`src/rtl/window_mac_engine.sv`:
```
// Window dot-product engine: snapshots a KSIZE x KSIZE signed 8-bit window and kernel on start,
// then accumulates LANES products per cycle and pulses done alongside the registered result.
module window_mac_engine #(
  parameter int KSIZE = 5,
  parameter int LANES = 1
) (
  input  logic                                    clk,
  input  logic                                    rst,
  input  logic                                    start,
  input  logic signed [KSIZE-1:0][KSIZE-1:0][7:0] weights,
  input  logic signed [KSIZE-1:0][KSIZE-1:0][7:0] inputs,
  output logic signed [31:0]                      outputs,
  output logic                                    done,
  output logic                                    busy
);

  localparam int N_TAPS   = KSIZE * KSIZE;
  localparam int N_GROUPS = (LANES > 0) ? N_TAPS / LANES : 1;
  localparam int GW       = (N_GROUPS > 1) ? $clog2(N_GROUPS) : 1;
  localparam int IW       = (N_TAPS > 1) ? $clog2(N_TAPS) : 1;

  if (LANES < 1 || (N_TAPS % LANES) != 0) begin : g_bad_lanes
    $error("window_mac_engine: LANES must evenly divide KSIZE*KSIZE");
  end

  typedef enum logic [1:0] {
    IDLE = 2'd0,
    CALC = 2'd1,
    DONE = 2'd2
  } state_t;

  state_t                   state_q, state_d;
  logic [GW-1:0]            grp_q, grp_d;
  logic signed [31:0]       acc_q, acc_d;
  logic signed [31:0]       out_q, out_d;
  logic                     snap_en;
  // Flattened row-major snapshots: element r*KSIZE+c holds tap [r][c].
  logic [N_TAPS-1:0][7:0]   win_q, krn_q;

  logic [IW-1:0]            idx;
  logic signed [7:0]        a, b;
  logic signed [15:0]       prod;
  logic signed [31:0]       lane_sum;

  always_comb begin
    lane_sum = '0;
    idx      = '0;
    a        = '0;
    b        = '0;
    prod     = '0;
    for (int l = 0; l < LANES; l++) begin
      idx      = IW'(int'(grp_q) * LANES + l);
      a        = win_q[idx];
      b        = krn_q[idx];
      prod     = 16'(a) * 16'(b);
      lane_sum = lane_sum + 32'(prod);
    end
  end

  always_comb begin
    state_d = state_q;
    grp_d   = grp_q;
    acc_d   = acc_q;
    out_d   = out_q;
    snap_en = 1'b0;
    case (state_q)
      IDLE: begin
        if (start) begin
          snap_en = 1'b1;
          acc_d   = '0;
          grp_d   = '0;
          state_d = CALC;
        end
      end
      CALC: begin
        acc_d = acc_q + lane_sum;
        if (grp_q == GW'(N_GROUPS - 1)) begin
          out_d   = acc_d;
          grp_d   = '0;
          state_d = DONE;
        end else begin
          grp_d = grp_q + 1'b1;
        end
      end
      DONE:    state_d = IDLE;
      default: state_d = IDLE;
    endcase
  end

  always_ff @(posedge clk) begin
    if (rst) begin
      state_q <= IDLE;
      grp_q   <= '0;
      acc_q   <= '0;
      out_q   <= '0;
    end else begin
      state_q <= state_d;
      grp_q   <= grp_d;
      acc_q   <= acc_d;
      out_q   <= out_d;
    end
  end

  always_ff @(posedge clk) begin
    if (snap_en) begin
      win_q <= inputs;
      krn_q <= weights;
    end
  end

  assign outputs = out_q;
  assign done    = (state_q == DONE);
  assign busy    = (state_q != IDLE);

endmodule

```
`config.mk`:
```
export PLATFORM = sky130hd
export DESIGN_NAME = window_mac_engine
export DESIGN_NICKNAME = d
export VERILOG_FILES = /design/src/rtl/window_mac_engine.sv
export SDC_FILE = /design/constraint.sdc
export NUM_CORES = 1
export LEC_CHECK = 0
export CORE_MARGIN = 2
export CORE_UTILIZATION = 40
export CTS_BUF_LIST = sky130_fd_sc_hd__clkbuf_2 sky130_fd_sc_hd__clkbuf_4 sky130_fd_sc_hd__clkbuf_8
export CTS_CLUSTER_DIAMETER = 150
export CTS_CLUSTER_SIZE = 25
export DETAILED_ROUTE_END_ITERATION = 10
export GPL_ROUTABILITY_DRIVEN = 0
export MAX_ROUTING_LAYER = met4
export SYNTH_ARGS = -nofsm -noshare
export SYNTH_HDL_FRONTEND = slang
export SYNTH_SLANG_ARGS = --single-unit
```
`constraint.sdc`:
```
create_clock -name clk -period 26.6 [get_ports clk]
set_input_delay 5.32 -clock clk [delete_from_list [all_inputs] [get_ports clk]]
set_output_delay 5.32 -clock clk [all_outputs]
set_load 0.03 [all_outputs]
```
==> impl_metrics.json, run 1 <==
{
  "place_inst": 2679,
  "worst_path_most_repeated_cell": "fa_1",
  "clk_pin_slew_ps": 160,
  "cap_violations": 0,
  "ys.flop_type": "edfxtp_1",
  "cp.depth": 20,
  "synth-async-reset-ratio_pct": 0,
  "end_kind": "flip-flop",
  "finalNonFillerCells": 2752,
  "mappedNetlistNets": 2142,
  "clock_skew_ps": 35.1,
  "drtIter0Drc": 1065,
  "worstSetupPathType": "reg2reg",
  "cts.sinks": 471,
  "cp_max_fo": 80,
  "wire_per_inst_um": 23.5,
  "multi_input_area_um2": 9320,
  "grt_pass1_wl_um": 94900,
  "outcome": "finished, final reports clean",
  "drt_wl_total_um": 64700,
  "die_w_um": 246,
  "hpwl_um": 49700,
  "cpMaxStageDelayCell": "fa_1",
  "grt_use_total_pct": 22.0,
  "grt_overflow": 0,
  "final_net_count": 2549,
  "min_from": "outputs[14]",
  "reg2reg_depth": 20,
  "start_util_pct": 40.6,
  "reg2reg_to": "acc_q[26]",
  "peakVddDrop_uv": 176,
  "ys_top_cells_by_count": "edfxtp_1 (400), fa_1 (136), nand2_1 (99)",
  "period_share_pct": 32.7,
  "syn_to_final_growth_pct": 24.1,
  "antenna_found_initial": 41,
  "report.final.hold_viol_count": 0,
  "worstMarginPinSlew_ps": 1110,
  "portBuffers": 436,
  "path_delay_family": "adder cells",
  "ys_ff_latch": 471,
  "io_pins": 437,
  "cts_made_buffers": 22,
  "yosys_warnings": 0,
  "synthCells": 1531,
  "relSlewSlack_pct": 26.2,
  "coreArea_um2": 57800,
  "whs_endpoint": "outputs[14]",
  "vias": 14100,
  "crit_path_cell_trace": "buf_12 -> mux4_2 -> mux4_2 -> o21ai_4 -> nor2_1 -> fa_1 -> fa_1 -> inv_1 -> fa_1 -> inv_1 -> fa_1 -> ha_1 -> ha_1 -> nand2_2 -> nor4_2 -> a211oi_1 -> a211oi_4 -> nor3_1 -> a41o_1 -> a221o_1",
  "root_buffer": "clkbuf_8",
  "grt_pass1_vias": 15100,
  "clock_latency_ps": 680,
  "ant_nets": 0,
  "synth_most_common_cell": "edfxtp_1",
  "cpPeakStageDelay_ps": 1230,
  "clk_path_buf_depth": 3,
  "fin_crit_ps": 8710,
  "synth_top_area_share_pct": 51.2,
  "power_leakage_nw": 10.2,
  "die_area_um2": 60600,
  "arrival_ps": 9280,
  "placementRows": 88,
  "required_ps": 27170,
  "synth_seq_area_share_pct": 57.3,
  "die_h_um": 246,
  "startpoint_type": "flip-flop",
  "critPathBufInv": 3,
  "drc": 0,
  "pwr_density_cell_nw_per_um2": 133,
  "setup_viol": 0,
  "seq_area_um2": 13400,
  "via_per_inst": 5.11,
  "cts_tree": "done",
  "rsz0062_at_grt": "false",
  "fill_cells": 4944,
  "cts_resized": 0,
  "dr.pass1.iters": 7,
  "yosysUniqueCellTypes": 62,
  "r2r-start": "grp_q[0]",
  "cts_max_level": 1,
  "grt_max_degree": 180,
  "yosysTopAreaCell": "edfxtp_1",
  "postCtsHoldBufs": 0,
  "syn_area_um2": 23500,
  "fmax_ghz": 0.115,
  "r2r_slack_ps": 17890,
  "hold_path.class": "reg2reg",
  "synth_edf_count": 400,
  "syn-mean-instance-area_um2": 15.3,
  "yosys-top-cells-area": "edfxtp_1 (51%), fa_1 (12%), mux4_2 (9.1%)",
  "tns_ps": 0,
  "slew_viol_final": 0,
  "min_delay_path_depth": 2,
  "drive_gt1_share_pct": 9.97,
  "postCtsSetupBuffers": 0
}
worst max path at each step:
stage	from	to	slack [ps]
global placement	grp_q[2]	acc_q[26]	18030
floorplan	start	krn_q[0]	12730
global route	grp_q[0]	acc_q[26]	17330
CTS	grp_q[2]	acc_q[26]	17740
finish	grp_q[0]	acc_q[26]	17890
detailed placement	grp_q[2]	acc_q[26]	17760
per-stage QoR:
stage	util, %	setup slack (ps)	hold slack, ps	total power, mW	area [um^2]
after global placement	49.5	18030	444	3.51	28600
final	50.4	17890	464	3.87	29100
after floorplan	-	12730	446	2.82	23500
after global routing	50.4	17330	480	4.22	29100
after detailed placement	49.5	17760	448	3.52	28600
after CTS	50.2	17740	468	3.86	29000
layout by cell type, fill, tap and decap left out, types with 21 or more instances in the layout:
master             n
fa_1             136
mux2i_1           34
clkbuf_8          23
edfxtp_1         400
nand2_1           99
dfxtp_1           66
xnor2_1           22
a211oi_1          39
or2_2             21
diode_2           41
ha_1              72
nor2_1            86
o21ai_0           42
a21oi_1           58
inv_1             97
mux4_2            95
clkdlybuf4s50_1  435
kinds of logic (layout without fill, tap and decap cells):
family / count (synthesis) / count (layout) / share of synthesized area (%)
DFF: 471 / 471 / 57.3
and+or+nand+nor: 293 / 293 / 5.80
AOI/OAI and AO/OA: 232 / 232 / 6.66
adders and majority gates: 208 / 208 / 15.4
buffers and inverters: 166 / 581 / 3.05
muxes: 130 / 130 / 10.6
xor gates and xnor gates: 31 / 31 / 1.16
other: 0 / 41 / 0
sequential cells by signal, indices dropped and copies added, names as in the netlist:
name,count
outputs,32
win_q,200
grp_q,5
krn_q,200
acc_q,32
state_q,2
area by class of cell:
| cell class | instances | area share (%) |
|---|---|---|
| Sequential cell | 471 | 46.2 |
| Multi-Input combinational cell | 894 | 32.0 |
| Timing Repair Buffer | 451 | 15.4 |
| Tap cell | 765 | 3.29 |
| Clock buffer | 31 | 1.29 |
| Inverter | 98 | 1.29 |
| Antenna cell | 41 | 0.352 |
| Clock inverter | 1 | 0.103 |
power by group:
part           switching (mW)  internal [mW]  leakage [nW]
registers              0.0206          0.861          4.41
logic                    1.65           1.01          5.62
clock network           0.221          0.101         0.217
total                    1.89           1.98          10.2
worst reg2reg max path, cell delays in order, from the launching register on:
cell	delay, ps
dfxtp_4	700
buf_12	510
mux4_2	790
mux4_2	520
o21ai_4	300
nor2_1	190
fa_1	610
fa_1	1230
inv_1	320
fa_1	570
inv_1	50
fa_1	430
ha_1	290
ha_1	410
nand2_2	150
nor4_2	340
a211oi_1	180
a211oi_4	450
nor3_1	80
a41o_1	210
a221o_1	310
layer usage:
metal | global-route usage, % | routed length, um
met5 | - | 0
met4 | 6.86 | 1320
met3 | 6.07 | 4670
met2 | 37.0 | 33500
met1 | 25.7 | 25300
Power figures use the tool's default switching activity.
==> run 2: changes to the inputs <==
--- a/config.mk
+++ b/config.mk
@@ -13,6 +13,7 @@
 export DETAILED_ROUTE_END_ITERATION = 10
 export GPL_ROUTABILITY_DRIVEN = 0
 export MAX_ROUTING_LAYER = met4
+export PLACE_DENSITY = 0.66
 export SYNTH_ARGS = -nofsm -noshare
 export SYNTH_HDL_FRONTEND = slang
 export SYNTH_SLANG_ARGS = --single-unit
==> constraint.sdc (replaced) <==
create_clock -name clk -period 7 [get_ports clk]
set_input_delay 1.4 -clock clk [delete_from_list [all_inputs] [get_ports clk]]
set_output_delay 1.4 -clock clk [all_outputs]
set_load 0.03 [all_outputs]
==> run 2 against run 1 <==
Largest cell class unchanged. Sequential cell count unchanged. Sequential share of layout area fell by 2.6 points. Maximum frequency increased by 28%. Die area stayed put. Critical path type unchanged.
==> impl_metrics.json, run 2 (same netlist as run 1, synthesis figures left out) <==
{
  "clock_latency_ps": 660,
  "placementRows": 88,
  "coreArea_um2": 57800,
  "final_common_cell": "clkdlybuf4s50_1",
  "tns_ps": 0,
  "setup_slack_ps": 216,
  "worstMarginPinSlew_ps": 773,
  "worstSetupPathType": "reg2reg",
  "hold_path.class": "reg2reg",
  "r2r_slack_ps": 220,
  "setup_viol": 0,
  "cpMaxStageDelayCell": "fa_2",
  "relSlewSlack_pct": 48.4,
  "place_inst": 2799,
  "cts_max_level": 1,
  "min_delay_path_depth": 2,
  "cts_made_buffers": 23,
  "ant_nets": 0,
  "arrival_ps": 7330,
  "cap_violations": 0,
  "fin_crit_ps": 6780,
  "reg_top3": "krn_q (200), win_q (200)",
  "postCtsHoldBufs": 0,
  "grt_max_degree": 133,
  "antenna_found_initial": 22,
  "dr.pass1.iters": 5,
  "fmax_ghz": 0.147,
  "grt_use_total_pct": 22.5,
  "start_util_pct": 40.6,
  "die_area_um2": 60600,
  "syn_to_final_growth_pct": 31.4,
  "drc": 0,
  "report.final.hold_viol_count": 0,
  "layout_common_cells": "clkdlybuf4s50_1 (435), edfxtp_1 (400), buf_4 (162)",
  "grt_pass1_wl_um": 98300,
  "clock_skew_ps": 42.0,
  "outcome": "finished, final reports clean",
  "cp_max_fo": 9,
  "worst_path_most_repeated_cell": "fa_1",
  "end_kind": "flip-flop",
  "rsz0062_at_grt": "true",
  "dp_slack_ps": -214,
  "wire_per_inst_um": 22.8,
  "drt_wl_total_um": 66200,
  "drive_gt1_share_pct": 19.4,
  "startpoint": "grp_q[0]",
  "grt_pass1_vias": 16000,
  "io_pins": 437,
  "clk_path_buf_depth": 3,
  "vias": 14900,
  "required_ps": 7550,
  "die_w_um": 246,
  "r2r-start": "grp_q[0]",
  "clk_pin_slew_ps": 160,
  "final_net_count": 2719,
  "cpPeakStageDelay_ps": 640,
  "drtIter0Drc": 1002,
  "crit_path_cell_trace": "buf_12 -> buf_12 -> mux4_2 -> and2_4 -> a211oi_2 -> buf_4 -> a211oi_1 -> a21oi_2 -> nor2_2 -> fa_2 -> inv_2 -> fa_1 -> inv_1 -> fa_1 -> fa_1 -> ha_4 -> ha_4 -> o211ai_1 -> nor4_4 -> a211oi_2 -> a211oi_4 -> nor3_1 -> a41o_1 -> a221o_1",
  "finalNonFillerCells": 2903,
  "reg2reg_depth": 24,
  "root_buffer": "clkbuf_8",
  "cts_tree": "done",
  "period_share_pct": 96.9,
  "die_h_um": 246,
  "grt_overflow": 0,
  "cts.sinks": 471,
  "portBuffers": 436,
  "startpoint_type": "flip-flop",
  "via_per_inst": 5.12,
  "fill_cells": 4818,
  "critPathCapture": "acc_q[26]",
  "hpwl_um": 52200,
  "slew_viol_final": 0,
  "reg2reg_to": "acc_q[26]"
}
==> run 2: cell types whose count changed in the layout (fill, tap and decap cells not counted), moves of 8 or more <==
cell and delta:
a211oi_1 -13, a211oi_2 +12, buf_4 +149, buf_12 +11, ha_1 -9, diode_2 -19, ha_4 +8
==> run 2: repair_timing <==
item,in CTS,in global routing
buffers inserted,8,39
pin swaps,2,18
endpoints found under the setup margin,25,42
gates resized for setup,12,53
gates cloned,0,2
==> run 2: critical path, delay by kind of cell (launching register included) <==
| family | cells | cell delay, ps |
|---|---|---|
| compound gates | 8 | 1680 |
| mux | 1 | 570 |
| simple gates | 4 | 750 |
| buf+inv | 5 | 560 |
| flops | 1 | 440 |
| fa+ha+maj | 6 | 2670 |
==> run 2: stage by stage <==
step                hold slack, ps  util, %  instance area (um^2)
floorplan                      446        -                 23500
detailed placement             450     51.2                 29600
global route                   493     53.3                 30800
global placement               447     51.2                 29600
CTS                            470     52.1                 30100
finish                         463     53.3                 30800
==> run 2: cell type report <==
cell class	instances	area (um^2)	share of cell area (%)
flip-flops and latches	471	13400	43.6
multi-input cells	894	9610	31.2
repair buffers	620	5970	19.4
well taps	765	957	3.11
clock buffers	31	377	1.22
inverters	98	372	1.21
diodes	22	55.1	0.179
clock inverters	2	38.8	0.126
==> run 2: how the worst min path moves through the flow <==
stage             endpoint         from  slack, ps
2_1_floorplan    acc_q[31]    acc_q[31]        450
3_3_place_gp   outputs[18]  outputs[18]        450
3_5_place_dp   outputs[10]  outputs[10]        450
4_1_cts        outputs[14]  outputs[14]        470
5_1_grt         outputs[1]   outputs[1]        490
6_report       outputs[10]  outputs[10]        460
==> run 2: metal layers <==
| layer | track usage (%) | share of wire (%) |
|---|---|---|
| met1 | 27.8 | 40 |
| met2 | 38.7 | 52 |
| met5 | - | 0 |
| met3 | 3.62 | 5.7 |
| met4 | 5.24 | 1.7 |
Power of run 2 is left out: the tool's default activity adds up to more than one toggle a clock period on the data nets, which glitch-free logic cannot reach.
